[src/rtl/div_unit.sv]
// Multi-cycle restoring divider for DIV/DIVU: one quotient bit per clock,
// sign correction on the final edge, registered {remainder, quotient} result.
module div_unit #(
  parameter int unsigned DATA_W = 32,
  parameter int unsigned CNT_W  = 6
) (
  input  logic                  clk,
  input  logic                  rst,
  input  logic                  signed_div_i,
  input  logic [DATA_W-1:0]     opdata1_i,
  input  logic [DATA_W-1:0]     opdata2_i,
  input  logic                  start_i,
  input  logic                  annul_i,
  output logic [2*DATA_W-1:0]   result_o,
  output logic                  ready_o
);

  localparam int unsigned RES_W = 2 * DATA_W;
  localparam logic [CNT_W-1:0] LAST_CNT = CNT_W'(DATA_W);

  typedef enum logic [1:0] {
    DivFree,
    DivByZero,
    DivOn,
    DivEnd
  } state_e;

  state_e              state_q, state_d;
  logic [CNT_W-1:0]    cnt_q, cnt_d;
  logic [DATA_W-1:0]   rem_q, rem_d;
  logic [DATA_W-1:0]   quo_q, quo_d;
  logic [DATA_W-1:0]   dvs_q, dvs_d;
  logic                sgn_q, sgn_d;
  logic                s1_q, s1_d;
  logic                s2_q, s2_d;
  logic [RES_W-1:0]    result_q, result_d;
  logic                ready_q, ready_d;

  logic [DATA_W:0]     upper_c;
  logic [DATA_W:0]     diff_c;
  logic                op1_neg_c;
  logic                op2_neg_c;
  logic [DATA_W-1:0]   quo_fix_c;
  logic [DATA_W-1:0]   rem_fix_c;

  // State and datapath registers
  always_ff @(posedge clk or posedge rst) begin
    if (rst) begin
      state_q  <= DivFree;
      cnt_q    <= '0;
      rem_q    <= '0;
      quo_q    <= '0;
      dvs_q    <= '0;
      sgn_q    <= 1'b0;
      s1_q     <= 1'b0;
      s2_q     <= 1'b0;
      result_q <= '0;
      ready_q  <= 1'b0;
    end else begin
      state_q  <= state_d;
      cnt_q    <= cnt_d;
      rem_q    <= rem_d;
      quo_q    <= quo_d;
      dvs_q    <= dvs_d;
      sgn_q    <= sgn_d;
      s1_q     <= s1_d;
      s2_q     <= s2_d;
      result_q <= result_d;
      ready_q  <= ready_d;
    end
  end

  // Next-state, iteration step and output staging
  always_comb begin
    state_d  = state_q;
    cnt_d    = cnt_q;
    rem_d    = rem_q;
    quo_d    = quo_q;
    dvs_d    = dvs_q;
    sgn_d    = sgn_q;
    s1_d     = s1_q;
    s2_d     = s2_q;
    result_d = result_q;
    ready_d  = ready_q;

    // Trial subtraction on the 33-bit shifted partial remainder
    upper_c   = {rem_q, quo_q[DATA_W-1]};
    diff_c    = upper_c - {1'b0, dvs_q};
    op1_neg_c = signed_div_i & opdata1_i[DATA_W-1];
    op2_neg_c = signed_div_i & opdata2_i[DATA_W-1];
    quo_fix_c = (sgn_q && (s1_q ^ s2_q)) ? (DATA_W'(0) - quo_q) : quo_q;
    rem_fix_c = (sgn_q && s1_q) ? (DATA_W'(0) - rem_q) : rem_q;

    unique case (state_q)
      DivFree: begin
        ready_d  = 1'b0;
        result_d = '0;
        if (start_i && !annul_i) begin
          if (opdata2_i == '0) begin
            state_d = DivByZero;
          end else begin
            state_d = DivOn;
            cnt_d   = '0;
            rem_d   = '0;
            quo_d   = op1_neg_c ? (DATA_W'(0) - opdata1_i) : opdata1_i;
            dvs_d   = op2_neg_c ? (DATA_W'(0) - opdata2_i) : opdata2_i;
            sgn_d   = signed_div_i;
            s1_d    = opdata1_i[DATA_W-1];
            s2_d    = opdata2_i[DATA_W-1];
          end
        end
      end
      DivByZero: begin
        result_d = '0;
        if (annul_i) begin
          state_d = DivFree;
          ready_d = 1'b0;
        end else begin
          state_d = DivEnd;
          ready_d = 1'b1;
        end
      end
      DivOn: begin
        if (annul_i) begin
          state_d  = DivFree;
          ready_d  = 1'b0;
          result_d = '0;
        end else if (cnt_q == LAST_CNT) begin
          state_d  = DivEnd;
          ready_d  = 1'b1;
          result_d = {rem_fix_c, quo_fix_c};
        end else begin
          cnt_d = cnt_q + CNT_W'(1);
          if (!diff_c[DATA_W]) begin
            rem_d = diff_c[DATA_W-1:0];
            quo_d = {quo_q[DATA_W-2:0], 1'b1};
          end else begin
            rem_d = upper_c[DATA_W-1:0];
            quo_d = {quo_q[DATA_W-2:0], 1'b0};
          end
        end
      end
      DivEnd: begin
        if (!start_i) begin
          state_d  = DivFree;
          ready_d  = 1'b0;
          result_d = '0;
        end
      end
      default: state_d = DivFree;
    endcase
  end

  assign result_o = result_q;
  assign ready_o  = ready_q;

endmodule

[config.mk]
export PLATFORM = sky130hd
export DESIGN_NAME = div_unit
export DESIGN_NICKNAME = d
export VERILOG_FILES = /design/src/rtl/div_unit.sv
export SDC_FILE = /design/constraint.sdc
export NUM_CORES = 1
export LEC_CHECK = 0
export CAP_MARGIN = 25
export CORE_ASPECT_RATIO = 0.9
export CORE_MARGIN = 3
export CORE_UTILIZATION = 50
export CTS_CLUSTER_DIAMETER = 200
export CTS_CLUSTER_SIZE = 10
export DETAILED_ROUTE_END_ITERATION = 6
export PLACE_DENSITY = 0.72
export SLEW_MARGIN = 0
export SYNTH_ARGS = -nofsm -noshare
export SYNTH_HDL_FRONTEND = slang
export SYNTH_SLANG_ARGS = --single-unit
[constraint.sdc]
create_clock -name clk -period 7.2 [get_ports clk]
set_input_delay 1.44 -clock clk [delete_from_list [all_inputs] [get_ports clk]]
set_output_delay 1.44 -clock clk [all_outputs]
set_load 0.02 [all_outputs]
==> results.py, run 1 <==
metrics = {
    "cells_and_area": {
        "antenna_cells": 0,
        "final_util": 0.600,
        "multi_input_area_mm2": 0.00666,
        "layout_common_cells": "215 x nand2_1, 173 x o21ai_0, 172 x dfrtp_1",
        "n_fill_cell": 2055,
        "area_growth_pct": 17.3,
        "seqCellArea_mm2": 0.00430,
        "final_common_cell": "nand2_1",
        "drive_gt1_frac": 0.0422,
        "fin_area_mm2": 0.0135,
        "fin_nets": 1614,
    },
    "yosys": {
        "synth_cells": 1420,
        "synth-edff-count": 0,
        "ys_ff_latch": 172,
        "synth_nets": 1531,
        "synthArstFlopShare": 1.00,
        "yosysSeqAreaShare": 0.373,
        "synth_flop_cell": "dfrtp_1",
        "yosys.cell_types.count": 66,
        "synth_area_mm2": 0.0115,
        "yosys_warnings": 0,
        "syn_avg_cell_area_um2": 8.13,
    },
    "power_and_ir_drop": {
        "vdd_ir_drop_max_mv": 0.260,
        "switchingPower_mw": 3.09,
        "clockPowerShare": 0.142,
        "powerDensity_mw_per_mm2": 473,
        "p_leak_nw": 5.65,
        "p_comb_frac": 0.590,
        "swShare": 0.482,
        "p_int_mw": 3.32,
        "seq_power_share": 0.268,
    },
    "sta": {
        "fin_crit_sh": 0.621,
        "period_needed_ns": 4.47,
        "rsz0062_at_grt": "no",
        "skew_ns": 0.0131,
        "relSlewSlack": 0.356,
        "whs_ns": 0.476,
        "setup_viol": 0,
        "fmax_mhz": 224,
        "worst_slew_pin_slew_ns": 0.963,
        "setup_tns_ns": 0,
        "hold_violations": 0,
        "slew_viol_final": 0,
    },
    "clock_tree": {
        "clk_pin_slew_ns": 0.07,
        "cts.sinks": 172,
        "cts_buffer_depth": 2,
        "numCtsBuffers": 17,
        "h-tree-depth": 4,
        "holdBufCountCts": 0,
        "cts_root_buf": "clkbuf_16",
        "cts_setup_buffers": 0,
        "cts.repair.resized": 0,
        "clock_latency_ns": 0.43,
        "cts_tree": "built",
    },
    "route": {
        "drcViolationCount": 0,
        "wirelength_mm": 30.2,
        "viasPerCell": 5.79,
        "vias": 10500,
        "dr.pass1.iters": 5,
        "ant_nets": 0,
        "drt-initial-drc-count": 964,
        "wire_per_inst_um": 16.7,
    },
    "job": {
        "drv_cap": 0,
    },
    "worst_setup_path": {
        "critPathArrivalTime_ns": 4.74,
        "end_kind": "flop",
        "startpoint_type": "input pin",
        "crit_path_start": "opdata2_i[11]",
        "cp_max_fo": 72,
        "rr_startpoint": "rem_q[0]$_DFFE_PP0P_",
        "reg2reg_depth": 10,
        "crit_type": "input pin to flop",
        "required_ns": 7.46,
        "regToRegSetupSlack_ns": 3.23,
    },
    "floorplanning": {
        "die_area_mm2": 0.0250,
        "fp-row-count": 52,
        "die_w_um": 166,
        "fp.coreArea_mm2": 0.0226,
        "die_h_um": 150,
        "initial_utilization": 0.511,
        "ios": 134,
    },
    "global_routing": {
        "grt_max_degree": 107,
        "grt_overflow": 0,
        "grt_use_total": 0.240,
        "grt_pass1_vias": 9535,
        "antenna_found_initial": 0,
        "grt_pass1_wl_mm": 49.2,
    },
    "min_path": {
        "hold_path_depth": 2,
        "min-delay-start": "result_o[3]$_DFFE_PP0P_",
        "hp-class": "flop to flop",
    },
    "outcome": {
        "outcome": "finished clean",
    },
    "placement": {
        "io_buffers": 133,
        "placed_cell_area_mm2": 0.0129,
        "hpwlAfterDp_mm": 22.3,
        "gp_congestion": 0.902,
    },
}
## registers in the layout (all words and copies together), names as in the netlist
| name | cells |
|---|---|
| rem_q | 32 |
| dvs_q | 32 |
| s1_q | 1 |
| s2_q | 1 |
| sgn_q | 1 |
| quo_q | 32 |
| ready_o | 1 |
| cnt_q | 6 |
| result_o | 64 |
| state_q | 2 |
## critical path, stage by stage
cell             delay [ns]
clkdlybuf4s50_1        0.47
or4_1                  0.60
nor3_2                 0.27
and3_1                 0.30
nand2_2                0.14
nand2_2                0.13
a211o_2                0.72
buf_12                 0.35
nor3_1                 0.09
a21oi_1                0.12
o21ai_0                0.08
## per-layer routing
metal | vias up | track usage | routed length (um)
li1 | 5133 | - | -
met1 | 4975 | 0.358 | 14600
met2 | 362 | 0.360 | 13100
met3 | 25 | 0.0494 | 2220
met4 | 0 | 0.0607 | 348
met5 | - | 0 | 0
## synthesized netlist by cell type (9+ instances only)
master,number,share of area
o41ai_1,13,0.0099
nor2_1,111,0.036
buf_4,9,0.0059
a31oi_1,14,0.0076
o21ai_0,174,0.075
buf_2,9,0.0039
nand2b_1,14,0.0076
and3_1,12,0.0065
xnor2_1,67,0.051
nor2b_1,12,0.0065
inv_1,57,0.019
ha_1,41,0.044
clkbuf_1,51,0.017
dfrtp_1,172,0.37
o31ai_1,29,0.019
nand4_1,13,0.0070
nor4_1,14,0.0076
nor3_1,35,0.015
nand2_1,215,0.070
xor2_1,73,0.055
a21oi_1,128,0.055
and2_1,9,0.0049
nand3_1,18,0.0078
or3_1,12,0.0065
a21o_1,9,0.0059
## stage by stage
step                      power (mW)  instances  setup slack [ns]
final                           6.41       1813              2.73
after global routing            6.94       1813              2.50
after CTS                       6.38       1811              2.76
after detailed placement        5.46       1779              2.29
after global placement          5.39       1779              2.37
after floorplan                 4.50       1420              1.10
## layout make-up
cell class | instances | area share
multi-input combinational | 1115 | 0.492
sequential | 172 | 0.318
timing repair buffer | 140 | 0.104
clock buffer | 21 | 0.0347
tap | 297 | 0.0274
inverter | 57 | 0.0162
clock inverter | 11 | 0.00785
## worst paths after layout
check	endpoint
min in group asynchronous	result_o[48]$_DFFE_PP0P_
worst max-delay path	cnt_q[4]$_DFFE_PP0P_
worst max register to register	rem_q[29]$_DFFE_PP0P_
worst min-delay path	result_o[3]$_DFFE_PP0P_
max in group asynchronous	rem_q[15]$_DFFE_PP0P_
worst min register to register	result_o[3]$_DFFE_PP0P_
## cells by family (layout without fill, tap and decap cells)
family                   Yosys count  count (layout)  synth area share
AO/OA/AOI/OAI                    431             431             0.219
XOR/XNOR                         140             140             0.106
adder cells (fa/ha/maj)           42              42            0.0462
buffers and inverters            133             229            0.0518
flip-flops                       172             172             0.373
multiplexers                      12              12            0.0109
AND/OR/NAND/NOR                  490             490             0.194
## power groups by stage
stage | Sequential, mW | Combinational, mW | Clock (mW)
final | 1.72 | 3.78 | 0.909
after global routing | 1.77 | 4.21 | 0.962
after CTS | 1.71 | 3.75 | 0.921
after detailed placement | 1.72 | 3.74 | 0
after global placement | 1.70 | 3.69 | 0
after floorplan | 1.70 | 2.80 | 0
(Power assumes the default switching activity.)
==> run 2: changes to the inputs <==
--- a/config.mk
+++ b/config.mk
@@ -12,7 +12,7 @@
 export CTS_CLUSTER_DIAMETER = 200
 export CTS_CLUSTER_SIZE = 10
 export DETAILED_ROUTE_END_ITERATION = 6
-export PLACE_DENSITY = 0.72
+export PLACE_DENSITY = 0.75
 export SLEW_MARGIN = 0
 export SYNTH_ARGS = -nofsm -noshare
 export SYNTH_HDL_FRONTEND = slang
==> constraint.sdc (replaced) <==
create_clock -name clk -period 4 [get_ports clk]
set_input_delay 0.8 -clock clk [delete_from_list [all_inputs] [get_ports clk]]
set_output_delay 0.8 -clock clk [all_outputs]
set_load 0.02 [all_outputs]
==> results.py, run 2 (synthesized netlist as in run 1, its figures left out) <==
metrics = {
    "placement": {
        "io_buffers": 133,
        "gp_congestion": 0.970,
        "place_ws_ns": 0.119,
        "hpwlAfterDp_mm": 22.5,
    },
    "power_and_ir_drop": {
        "p_leak_nw": 5.72,
        "swShare": 0.473,
        "switchingPower_mw": 5.58,
        "powerDensity_mw_per_mm2": 859,
        "p_int_mw": 6.21,
        "seq_power_share": 0.261,
        "clockPowerShare": 0.149,
        "p_comb_frac": 0.590,
        "vdd_ir_drop_max_mv": 0.459,
        "p_total_mw": 11.8,
    },
    "route": {
        "wire_per_inst_um": 16.7,
        "ant_nets": 0,
        "viasPerCell": 5.80,
        "wirelength_mm": 30.4,
        "drt-initial-drc-count": 1126,
        "drcViolationCount": 0,
        "vias": 10600,
        "dr.pass1.iters": 5,
    },
    "cells_and_area": {
        "n_fill_cell": 1982,
        "fin_nets": 1626,
        "area_growth_pct": 18.8,
        "largest_register_ffs": 64,
        "antenna_cells": 0,
        "layout_common_cells": "215 x nand2_1, 173 x o21ai_0, 172 x dfrtp_1",
        "final_common_cell": "nand2_1",
        "drive_gt1_frac": 0.0498,
    },
    "sta": {
        "relSlewSlack": 0.376,
        "worst_slew_pin_slew_ns": 0.935,
        "hold_violations": 0,
        "period_needed_ns": 3.57,
        "slew_viol_final": 0,
        "skew_ns": 0.0102,
        "fmax_mhz": 280,
        "timing.final.ws_setup_ns": 0.428,
        "setup_tns_ns": 0,
        "fin_crit_sh": 0.893,
        "whs_ns": 0.480,
        "rsz0062_at_grt": "no",
        "setup_viol": 0,
    },
    "clock_tree": {
        "cts_root_buf": "clkbuf_16",
        "cts.sinks": 172,
        "numCtsBuffers": 17,
        "cts_setup_buffers": 0,
        "cts_tree": "built",
        "cts.repair.resized": 0,
        "cts_buffer_depth": 2,
        "holdBufCountCts": 0,
        "clock_latency_ns": 0.43,
        "clk_pin_slew_ns": 0.07,
        "h-tree-depth": 4,
    },
    "worst_setup_path": {
        "startpoint_type": "flop",
        "reg2reg_depth": 12,
        "regToRegSetupSlack_ns": 0.43,
        "end_kind": "flop",
        "crit_type": "flop to flop",
        "reg2reg_to": "rem_q[9]$_DFFE_PP0P_",
        "cp_max_fo": 12,
        "rr_startpoint": "quo_q[31]$_DFFE_PP0P_",
        "critPathArrivalTime_ns": 3.84,
        "required_ns": 4.27,
        "crit_path_start": "quo_q[31]$_DFFE_PP0P_",
    },
    "global_routing": {
        "grt_max_degree": 86,
        "grt_pass1_wl_mm": 49.6,
        "grt_use_met3": 0.0423,
        "grt_use_total": 0.242,
        "busiest_layer": "met2",
        "grt_pass1_vias": 9832,
        "antenna_found_initial": 0,
        "grt_overflow": 0,
        "grtUsageMet1": 0.355,
        "use_met2": 0.375,
    },
    "floorplanning": {
        "fp.coreArea_mm2": 0.0226,
        "fp-row-count": 52,
        "initial_utilization": 0.511,
        "die_area_mm2": 0.0250,
        "ios": 134,
        "die_h_um": 150,
        "die_w_um": 166,
    },
    "outcome": {
        "outcome": "finished clean",
    },
    "min_path": {
        "hp-class": "flop to flop",
        "worstHoldEndpoint": "result_o[47]$_DFFE_PP0P_",
        "hold_path_depth": 2,
        "min-delay-start": "result_o[47]$_DFFE_PP0P_",
    },
    "job": {
        "drv_cap": 0,
    },
}
run 2: changes by cell type in the layout (fill, tap and decap cells not counted), moves of 2 or more:
cell        previous run  this run
bufinv_16              1         3
inv_6                  4         2
clkinvlp_4             2         5
buf_4                  4        14
clkinv_2               3         0
buf_12                 1         5
run 2: power by group through the flow:
stage / Combinational [mW] / Clock (mW) / Sequential (mW)
finish: 6.96 / 1.75 / 3.08
global route: 7.74 / 1.85 / 3.17
CTS: 6.89 / 1.77 / 3.06
detailed placement: 6.84 / 0 / 3.08
global placement: 6.69 / 0 / 3.06
floorplan: 5.05 / 0 / 3.05
run 2: cell type report:
class,count,area (um2),share of cell area
clock buffer,20,467,0.0340
sequential,172,4300,0.314
tap,297,372,0.0271
timing repair buffer,152,1540,0.112
multi-input combinational,1115,6660,0.486
clock inverter,11,158,0.0115
inverter,57,218,0.0159
run 2: worst max-delay path by stage:
stage,endpoint,slack (ns),cells past startpoint
2_1_floorplan,cnt_q[0]$_DFFE_PP0P_,1.00,1
3_3_place_gp,rem_q[24]$_DFFE_PP0P_,0.22,10
3_5_place_dp,rem_q[23]$_DFFE_PP0P_,0.12,10
4_1_cts,rem_q[9]$_DFFE_PP0P_,0.45,12
5_1_grt,rem_q[8]$_DFFE_PP0P_,0.21,12
6_report,rem_q[9]$_DFFE_PP0P_,0.43,12
run 2: layer usage:
metal / vias up / share of wire / routed length [um]
li1: 5167 / - / -
met1: 4994 / 0.47 / 14400
met2: 373 / 0.44 / 13400
met3: 39 / 0.074 / 2240
met4: 0 / 0.014 / 432
met5: - / 0 / 0
run 2: critical path, cell delays in order (launching register included):
cell and delay (ns):
dfrtp_1 0.39, inv_1 0.09, ha_1 0.23, fa_1 0.40
nand2b_1 0.17, a21oi_1 0.23, o21ai_0 0.23, a211oi_2 0.40
o211a_1 0.27, or2_1 0.45, buf_4 0.25, mux2i_1 0.21
o31ai_1 0.09
run 2: stage by stage:
stage / instances / instance area [um2] / utilization
global route: 1824 / 13700 / 0.608
finish: 1824 / 13700 / 0.608
floorplan: 1420 / 11600 / -
detailed placement: 1792 / 13100 / 0.579
CTS: 1823 / 13700 / 0.607
global placement: 1792 / 13100 / 0.579
